File: src/rtl/conf_int_add_noff_multiple_add.sv
// conf_int_add_noff_multiple_add
//   Configurable-accuracy integer adder. The operand-to-result path is purely
//   combinational. The only state is a 3-bit mode register that is loaded from
//   conf_select on every rising clock edge.
//
//   Mode 0 gives the exact sum modulo 2^DATA_PATH_BITWIDTH.
//   Modes 1..7 use a lower-part-OR adder when APX_LOA_EN is defined.
//     - The approximation width is k = min(4*mode, DATA_PATH_BITWIDTH-1).
//     - The low k bits are a|b.
//     - The upper bits are a + b, plus a carry-in of a[k-1]&b[k-1].
//   With APX_LOA_EN undefined, every mode gives the exact sum.
//   The mode register still exists and still resets to 0.
//
//   Macro: APX_LOA_EN (enables the approximate modes)
//
// Ports
//   clk          in   rising-edge clock
//   rst          in   asynchronous active-high reset (forces exact mode)
//   a, b         in   [OP_BITWIDTH-1:0] two's-complement operands
//   conf_select  in   [2:0] requested mode, takes effect after the next clk edge
//   c            out  [OP_BITWIDTH-1:0] sum, sign-extended above the datapath
module conf_int_add_noff_multiple_add #(
    parameter int OP_BITWIDTH        = 32,
    parameter int DATA_PATH_BITWIDTH = 32
) (
    input  logic                   clk,
    input  logic                   rst,
    input  logic [OP_BITWIDTH-1:0] a,
    input  logic [OP_BITWIDTH-1:0] b,
    input  logic [2:0]             conf_select,
    output logic [OP_BITWIDTH-1:0] c
);

    localparam int DP = DATA_PATH_BITWIDTH;

    logic [2:0]    r_conf_q;
    logic [DP-1:0] w_a;
    logic [DP-1:0] w_b;
    logic [DP-1:0] w_sum;

    // An asynchronous clear puts the adder into exact mode as soon as rst rises.
    always_ff @(posedge clk or posedge rst) begin
        if (rst) r_conf_q <= 3'd0;
        else     r_conf_q <= conf_select;
    end

    assign w_a = a[DP-1:0];
    assign w_b = b[DP-1:0];

`ifdef APX_LOA_EN
    localparam logic [7:0] K_MAX = 8'(DP-1);

    logic [7:0]    w_k;
    logic [DP-1:0] w_lo_mask;
    logic [DP-1:0] w_hi_mask;
    logic          w_cin;
    logic [DP-1:0] w_hi;

    // In mode 0, k is 0 and the mask is empty, so this same path gives the
    // exact sum. No separate exact adder is needed.
    always_comb begin
        w_k = {3'b000, r_conf_q, 2'b00};
        if (w_k > K_MAX) w_k = K_MAX;
        w_lo_mask = ~({DP{1'b1}} << w_k);
        w_hi_mask = ~w_lo_mask;
        // The top bit of the low mask selects bit k-1. When k is 0, there is no carry.
        w_cin     = |(w_a & w_b & (w_lo_mask ^ (w_lo_mask >> 1)));
        w_hi      = ((w_a & w_hi_mask) + (w_b & w_hi_mask)
                     + ({{(DP-1){1'b0}}, w_cin} << w_k)) & w_hi_mask;
        w_sum     = w_hi | ((w_a | w_b) & w_lo_mask);
    end
`else
    logic w_unused_conf;

    assign w_unused_conf = ^r_conf_q;
    assign w_sum         = w_a + w_b;
`endif

    generate
        if (OP_BITWIDTH > DP) begin : g_sext
            assign c = {{(OP_BITWIDTH-DP){w_sum[DP-1]}}, w_sum};
        end else begin : g_nosext
            assign c = w_sum;
        end
    endgenerate

endmodule

File: config.mk
export PLATFORM = sky130hd
export DESIGN_NAME = conf_int_add_noff_multiple_add
export DESIGN_NICKNAME = d
export VERILOG_FILES = /design/src/rtl/conf_int_add_noff_multiple_add.sv
export SDC_FILE = /design/constraint.sdc
export NUM_CORES = 1
export LEC_CHECK = 0
export ABC_CLOCK_PERIOD_IN_PS = 2600
export BUFFER_PORTS_ARGS = -buffer_cell sky130_fd_sc_hd__buf_2
export CORE_MARGIN = 3
export CORE_UTILIZATION = 47
export DETAILED_ROUTE_END_ITERATION = 12
export PLACE_DENSITY = 0.95
export SLEW_MARGIN = 20
export SYNTH_ARGS = -nofsm -noshare
export SYNTH_HDL_FRONTEND = slang
export SYNTH_SLANG_ARGS = --single-unit
File: constraint.sdc
create_clock -name vclk -period 2.6
set_input_delay 0.13 -clock vclk [all_inputs]
set_output_delay 0.13 -clock vclk [all_outputs]
set_load 0.02 [all_outputs]
; ---- Word-level counts from Yosys, hierarchy flattened
; Index checks and enable logic that the tools add are counted.
[classes]
addsub = 1
[op_table]
columns = cell, n
row1 = $add 32x32->32, 1
[word_totals]
register_bits = 0
elab_cells = 1

; ---- Longest topological paths before layout
; Gate-level depths: netlist of the first run.
[depth]
depth_word = 1
depth_mapped = 9

; ---- Worst setup path after synthesis of the first run
; Ideal clock, no wire load.
[synth_timing]
kind = input to output
startpoint = input port a[0]
endpoint = output port c[26]
arrival_ps = 2195
required_time_ps = 2470
path_slack_ps = 275
path_stages = 9
path_buffers = 0
path_cell_list = ha_1 -> fa_1 -> a21o_1 -> a31o_2 -> nand3_1 -> o221ai_1 -> a311oi_1 -> o21bai_1 -> xor2_1
[synth_between]
elab_chain_len = 1
[synth_rtl]
columns = element, line
row1 = from (decl), 28  ; input logic [OP_BITWIDTH-1:0] a,
row2 = $add 32x32->32, 76  ; assign w_sum = w_a + w_b;
row3 = to (decl), 31  ; output logic [OP_BITWIDTH-1:0] c
; Every way passes these cells.

; ---- Final worst setup path of the first run
[layout_timing]
startpoint = input port b[10]
endpoint = output port c[31]
[layout_between]
elab_chain_len = 1
[layout_rtl]
columns = element, line
row1 = from (decl), 29  ; input logic [OP_BITWIDTH-1:0] b,
row2 = $add 32x32->32, 76
; Every way passes these cells.

==> flow_summary.ini, run 1 <==
[timing]
slew_headroom_pct = 69.0
clock.fmax_mhz = 397
setup_viol = 0
hold_viol = 0
finalMaxSlewViolations = 0
finalCritPeriodShare_pct = 97.0
whs_ns = 0.636
period_needed_ns = 2.52
tightest_slew_ns = 0.464
rsz0062_at_grt = true

[floorplan]
start_util_pct = 50.7
core_region_area_um2 = 3440
rows = 21
ioPinCount = 101
die_x_um = 66.9
dieArea_um2 = 4480
die_h_um = 66.9

[global_route]
grt_pass1_wl_mm = 8.40
gr-usage-met2_pct = 42.0
grt_pass1_vias = 2005
grt_overflow_total = 0
antenna_found_initial = 0
grtUsageMet1_pct = 28.1
top_usage_layer = met2
grt_start_max_net_pins = 10
met3_usage_pct = 1.18
track_usage_pct = 22.6

[power_and_ir_drop]
internal-power_mw = 0.323
seqPwrFrac_pct = 0
ir_drop_mv = 0.192
pwr-share-comb_pct = 100.0
power.share.clock_pct = 0
swShare_pct = 59.0
p_leak_nw = 1.21
powerDensity_nw_per_um2 = 336
power_switching_mw = 0.465

[logic_synthesis]
mappedNetlistNets = 342
syn_area_um2 = 1740
synthCells = 241
seq_area_frac_synth_pct = 0
synth.top_cell.area_share_pct = 22.2
synthTopCellsByArea = ha_1 (22%), a21oi_1 (8.3%), a21o_1 (8.2%)
synth.avg_cell_area_um2 = 7.24
synth.largest_area_cell = ha_1
synth.distinct_cells = 50
ys_warn_count = 0

[setup_path]
max_stage_delay_ns = 0.37
crit_type = in2out
crit_arrival_ns = 2.39
critPathCaptureType = primary output
crit_path_top_delay_cell = ha_2
crit_chain = buf_2, ha_2, and3_1, o211ai_1, o21bai_4, a22oi_4, a311oi_4, o311a_1, or3_1, buf_2
path_common_cell = buf_2
cp-start-kind = primary input
path_max_fanout = 5
worstPathRequired_ns = 2.47

[layout]
fin_nets = 436
areaGrowthSynthToFinish_pct = 34.4
seq_cell_count = 0
final_common_cell = buf_2
final_cell_mix = buf_2 (96), a21oi_1 (27), ha_1 (26)
fin_util_pct = 68.1
nClkBuffers = 0
drive_gt1_share_pct = 36.6
regArea_um2 = 0
antenna_cells = 0
n_fill_cell = 314

[detailed_routing]
drt_iter0_markers = 91
via_per_inst = 5.74
detail-route-antenna-nets = 0
route.vias.total = 2176
wire_per_inst_um = 13.9
wl_mm = 5.27
route.detailed.drc = 0
drt_first_pass_iters = 4

[min_path]
hold_class = in2out

[placement]
io_buffers = 96
dpl.hpwl_mm = 4.46
place.gp.congestion = 0.895

[run_status]
outcome = completed

[clocking]
holdBufCountCts = 0

[flow_run]
drv_cap = 0
==> metrics by stage <==
stage               worst slack (ns)  power (mW)  cells  TNS (ns)  instance area (um2)
floorplan                      0.275       0.529    241         0                 1740
finish                        0.0782       0.788    379         0                 2340
global route                 -0.0300       0.859    379   -0.0300                 2340
CTS                           0.0363       0.764    377         0                 2280
detailed placement            0.0442       0.761    377         0                 2280
global placement               0.108       0.740    377         0                 2280
==> cell type report <==
class	instances	area [um2]	share of cell area [%]
inverter	6	22.5	0.961
timing repair buffer	103	533	22.7
multi-input combinational	224	1730	73.9
tap	46	57.6	2.45
==> critical path, delay by kind of cell <==
kind	cells	cell delay (ns)
AOI/OAI and AO/OA	5	1.09
and+or+nand+nor	2	0.54
adders and majority gates	1	0.37
buffers and inverters	2	0.26
==> synthesized netlist by cell type (all sizes together), types with 4 or more instances <==
library cell  count
a21o             19
a21oi            29
clkbuf            8
ha               31
inv               6
nand2            18
nand3            10
nand4             8
nor2             12
nor3              4
o21ai            15
o21bai            5
xnor2            13
xor2             15
==> power by group through the flow <==
stage	clock (mW)	combinational [mW]	sequential [mW]
floorplan	0	0.529	0
global placement	0	0.740	0
detailed placement	0	0.761	0
CTS	0	0.764	0
global route	0	0.859	0
finish	0	0.788	0
==> logic make-up (layout without fill, tap and decap cells) <==
logic type	after synthesis	in the layout	share of synthesized area, %
and+or+nand+nor	65	65	18.3
xor gates and xnor gates	28	28	14.1
buffers and inverters	17	109	3.80
muxes	2	2	1.15
adders and majority gates	32	32	23.4
AOI/OAI and AO/OA	97	97	39.3
==> routing by layer <==
layer | routed length (um) | part of all wire (%)
met1 | 2170 | 41
met2 | 2650 | 50
met3 | 347 | 6.6
met4 | 110 | 2.1
met5 | 0 | 0
==> final timing paths <==
check / start / end / slack (ns) / cells past startpoint
setup / recovery: b[10] / c[31] / 0.08 / 10
hold / removal: b[0] / c[0] / 0.64 / 3
==> repair_timing <==
action | in CTS | in global routing
resized for setup | 0 | 10
endpoints found under the setup margin | 0 | 5
setup buffers | 0 | 2
No activity file was read; power rests on OpenSTA's default activity.
==> inputs of run 2 (changes only) <==
Settings changed: CORE_UTILIZATION 47 to 40, PLACE_DENSITY 0.95 to 0.86.
==> flow_summary.ini, run 2 (synthesis results as in run 1) <==
[floorplan]
core_region_area_um2 = 4120
start_util_pct = 42.4
ioPinCount = 101
die_h_um = 72.0
dieArea_um2 = 5190
rows = 23
die_x_um = 72.0

[layout]
regArea_um2 = 0
nClkBuffers = 0
n_fill_cell = 378
fin_util_pct = 56.9
antenna_cells = 0
drive_gt1_share_pct = 36.2
areaGrowthSynthToFinish_pct = 34.1
multiInputGateArea_um2 = 1710
fin_nets = 437
final_cell_mix = buf_2 (96), ha_1 (29), a21oi_1 (28)
seq_cell_count = 0
final_common_cell = buf_2

[detailed_routing]
drt_first_pass_iters = 4
wire_per_inst_um = 13.0
via_per_inst = 5.66
route.vias.total = 2172
route.detailed.drc = 0
detail-route-antenna-nets = 0
drt_iter0_markers = 77
wl_mm = 4.97

[global_route]
grt_overflow_total = 0
grt_pass1_vias = 2015
met3_usage_pct = 1.52
top_usage_layer = met2
grt_start_max_net_pins = 10
grt_pass1_wl_mm = 8.29
grtUsageMet1_pct = 24.1
antenna_found_initial = 0
track_usage_pct = 18.2
gr-usage-met2_pct = 33.3

[setup_path]
crit_type = in2out
crit_arrival_ns = 2.32
worstPathRequired_ns = 2.47
path_max_fanout = 5
cp-start-kind = primary input
critPathCaptureType = primary output

[timing]
finalMaxSlewViolations = 0
tightest_slew_ns = 0.494
hold_viol = 0
setup_viol = 0
whs_ns = 0.590
rsz0062_at_grt = false
finalCritPeriodShare_pct = 94.4
slew_headroom_pct = 67.0
tns_ns = 0
clock.fmax_mhz = 407
period_needed_ns = 2.45

[min_path]
hold_class = in2out

[placement]
dpl.hpwl_mm = 4.35
io_buffers = 96
place.gp.congestion = 0.915

[clocking]
holdBufCountCts = 0

[flow_run]
drv_cap = 0

[power_and_ir_drop]
power_mw = 0.780
p_leak_nw = 1.22
ir_drop_mv = 0.193
powerDensity_nw_per_um2 = 334

[run_status]
outcome = completed
## run 2: worst paths after layout
kind	from	endpoint	slack, ns	cells past startpoint
max	a[9]	c[31]	0.15	10
min	b[0]	c[0]	0.59	3
## run 2: layout make-up
class | count | area share (%)
multi-input cells | 224 | 73.3
well taps | 50 | 2.67
repair buffers | 104 | 23.1
inverters | 6 | 0.963
## run 2: worst max-delay path: stages
cell and delay (ns):
buf_2 0.11, ha_1 0.36, and3_1 0.19, o211ai_1 0.09, o21bai_4 0.20, a22oi_4 0.23
a311oi_4 0.15, o311a_1 0.35, or3_1 0.34, buf_2 0.16
## run 2: report_power, final
part           switching [mW]  internal [mW]  leakage (nW)  total [mW]
logic                   0.460          0.320          1.22       0.780
clock network               0              0             0           0
registers                   0              0             0           0
## run 2: timing repair
action,CTS,global route
endpoints found under the hold margin,0,0
gates resized for setup,0,8
buffers inserted,0,1
setup endpoints to repair,0,5
## run 2: stage by stage
stage / instance area, um2 / instances / worst slack, ns
after floorplan: 1740 / 241 / 0.275
after global placement: 2300 / 383 / 0.107
after detailed placement: 2300 / 383 / 0.0863
after CTS: 2300 / 383 / 0.0783
after global routing: 2340 / 384 / 0.00388
final: 2340 / 384 / 0.146
## run 2: routing by layer
layer | wire length (um) | part of all wire [%]
met1 | 2200 | 44
met2 | 2380 | 48
met3 | 353 | 7.1
met4 | 40 | 0.80
met5 | 0 | 0
==> inputs of run 3 (changes only) <==
Settings changed: CORE_ASPECT_RATIO set to 1.75.
==> flow_summary.ini, run 3 (synthesis results as in run 1) <==
[global_route]
grt_start_max_net_pins = 10
grt_pass1_wl_mm = 8.83
track_usage_pct = 19.6
grtUsageMet1_pct = 19.0
grt_overflow_total = 0
gr-usage-met2_pct = 42.1
grt_pass1_vias = 2245
antenna_found_initial = 0
top_usage_layer = met2
met3_usage_pct = 1.24

[min_path]
hold_end = c[0]
holdPathStages = 3
hold_class = in2out
min-delay-start = b[0]

[layout]
nClkBuffers = 0
n_fill_cell = 393
areaGrowthSynthToFinish_pct = 34.3
seq_cell_count = 0
stdcell_count = 386
drive_gt1_share_pct = 36.2
final_common_cell = buf_2
multiInputGateArea_um2 = 1700
regArea_um2 = 0
fin_nets = 440
fin_util_pct = 55.9
final_cell_mix = buf_2 (96), ha_1 (30), a21oi_1 (26)
antenna_cells = 0

[detailed_routing]
wl_mm = 5.31
route.vias.total = 2231
detail-route-antenna-nets = 0
via_per_inst = 5.78
drt_first_pass_iters = 4
wire_per_inst_um = 13.7
route.detailed.drc = 0
drt_iter0_markers = 65

[setup_path]
cp_num_buf_inv = 2
path_max_fanout = 5
crit_chain = buf_2, ha_1, and3_1, o211ai_1, o21bai_4, a22oi_4, a311oi_4, o311a_1, or3_1, buf_2
crit_path_top_delay_cell = ha_1
crit_arrival_ns = 2.38
max_stage_delay_ns = 0.36
critPathTopFamily = compound AO/OA/AOI/OAI gates
cp.depth = 10
crit_type = in2out
cp-start-kind = primary input
critPathCaptureType = primary output
path_common_cell = buf_2
worstPathRequired_ns = 2.47

[placement]
place_inst = 385
dpl.hpwl_mm = 4.68
io_buffers = 96
place.gp.congestion = 0.889
preCtsSetupSlack_ns = 0.0711

[power_and_ir_drop]
p_leak_nw = 1.23
powerDensity_nw_per_um2 = 335
ir_drop_mv = 0.195

[flow_run]
drv_cap = 0

[timing]
setup_viol = 0
tns_ns = 0
finalMaxSlewViolations = 0
slew_headroom_pct = 70.2
worst_slack_ns = 0.0940
tightest_slew_ns = 0.445
finalCritPeriodShare_pct = 96.4
hold_viol = 0
whs_ns = 0.590
rsz0062_at_grt = false
clock.fmax_mhz = 399
period_needed_ns = 2.51

[run_status]
outcome = completed

[floorplan]
ioPinCount = 101
die_h_um = 93.4
die_x_um = 55.9
rows = 31
core_region_area_um2 = 4190
start_util_pct = 41.6
dieArea_um2 = 5220
[run 3: cell count changes in the layout (fill, tap and decap cells not counted), sizes merged]
cell	previous run	this run
buf	104	107
[run 3: how the worst max path moves through the flow]
stage,startpoint,end
floorplan,a[0],c[26]
CTS,a[0],c[26]
detailed placement,a[0],c[26]
global route,a[9],c[31]
finish,a[9],c[31]
global placement,a[0],c[26]
[run 3: where the power goes]
group	total (mW)	switching (mW)	internal, mW
registers	0	0	0
clock network	0	0	0
logic	0.786	0.464	0.322
total	0.786	0.464	0.322
[run 3: layer usage]
| layer | vias to the layer above | share of wire [%] |
|---|---|---|
| met5 | - | 0 |
| met4 | 0 | 2.8 |
| met3 | 14 | 5.7 |
| met2 | 78 | 57 |
| met1 | 1022 | 34 |
| li1 | 1117 | - |
[run 3: area by class of cell]
class                      count  area share, %
multi-input combinational    224           72.4
timing repair buffer         107           24.0
tap                           49           2.62
inverter                       6          0.962
[run 3: stage by stage]
stage | instance area, um2 | total power [mW]
2_1_floorplan | 1740 | 0.529
3_3_place_gp | 2320 | 0.761
3_5_place_dp | 2320 | 0.773
4_1_cts | 2320 | 0.778
5_1_grt | 2340 | 0.858
6_report | 2340 | 0.786
[run 3: what timing repair did]
action	CTS	global route
gates resized for setup	0	6
buffers inserted	0	1
endpoints found under the setup margin	0	6
hold buffers	0	0
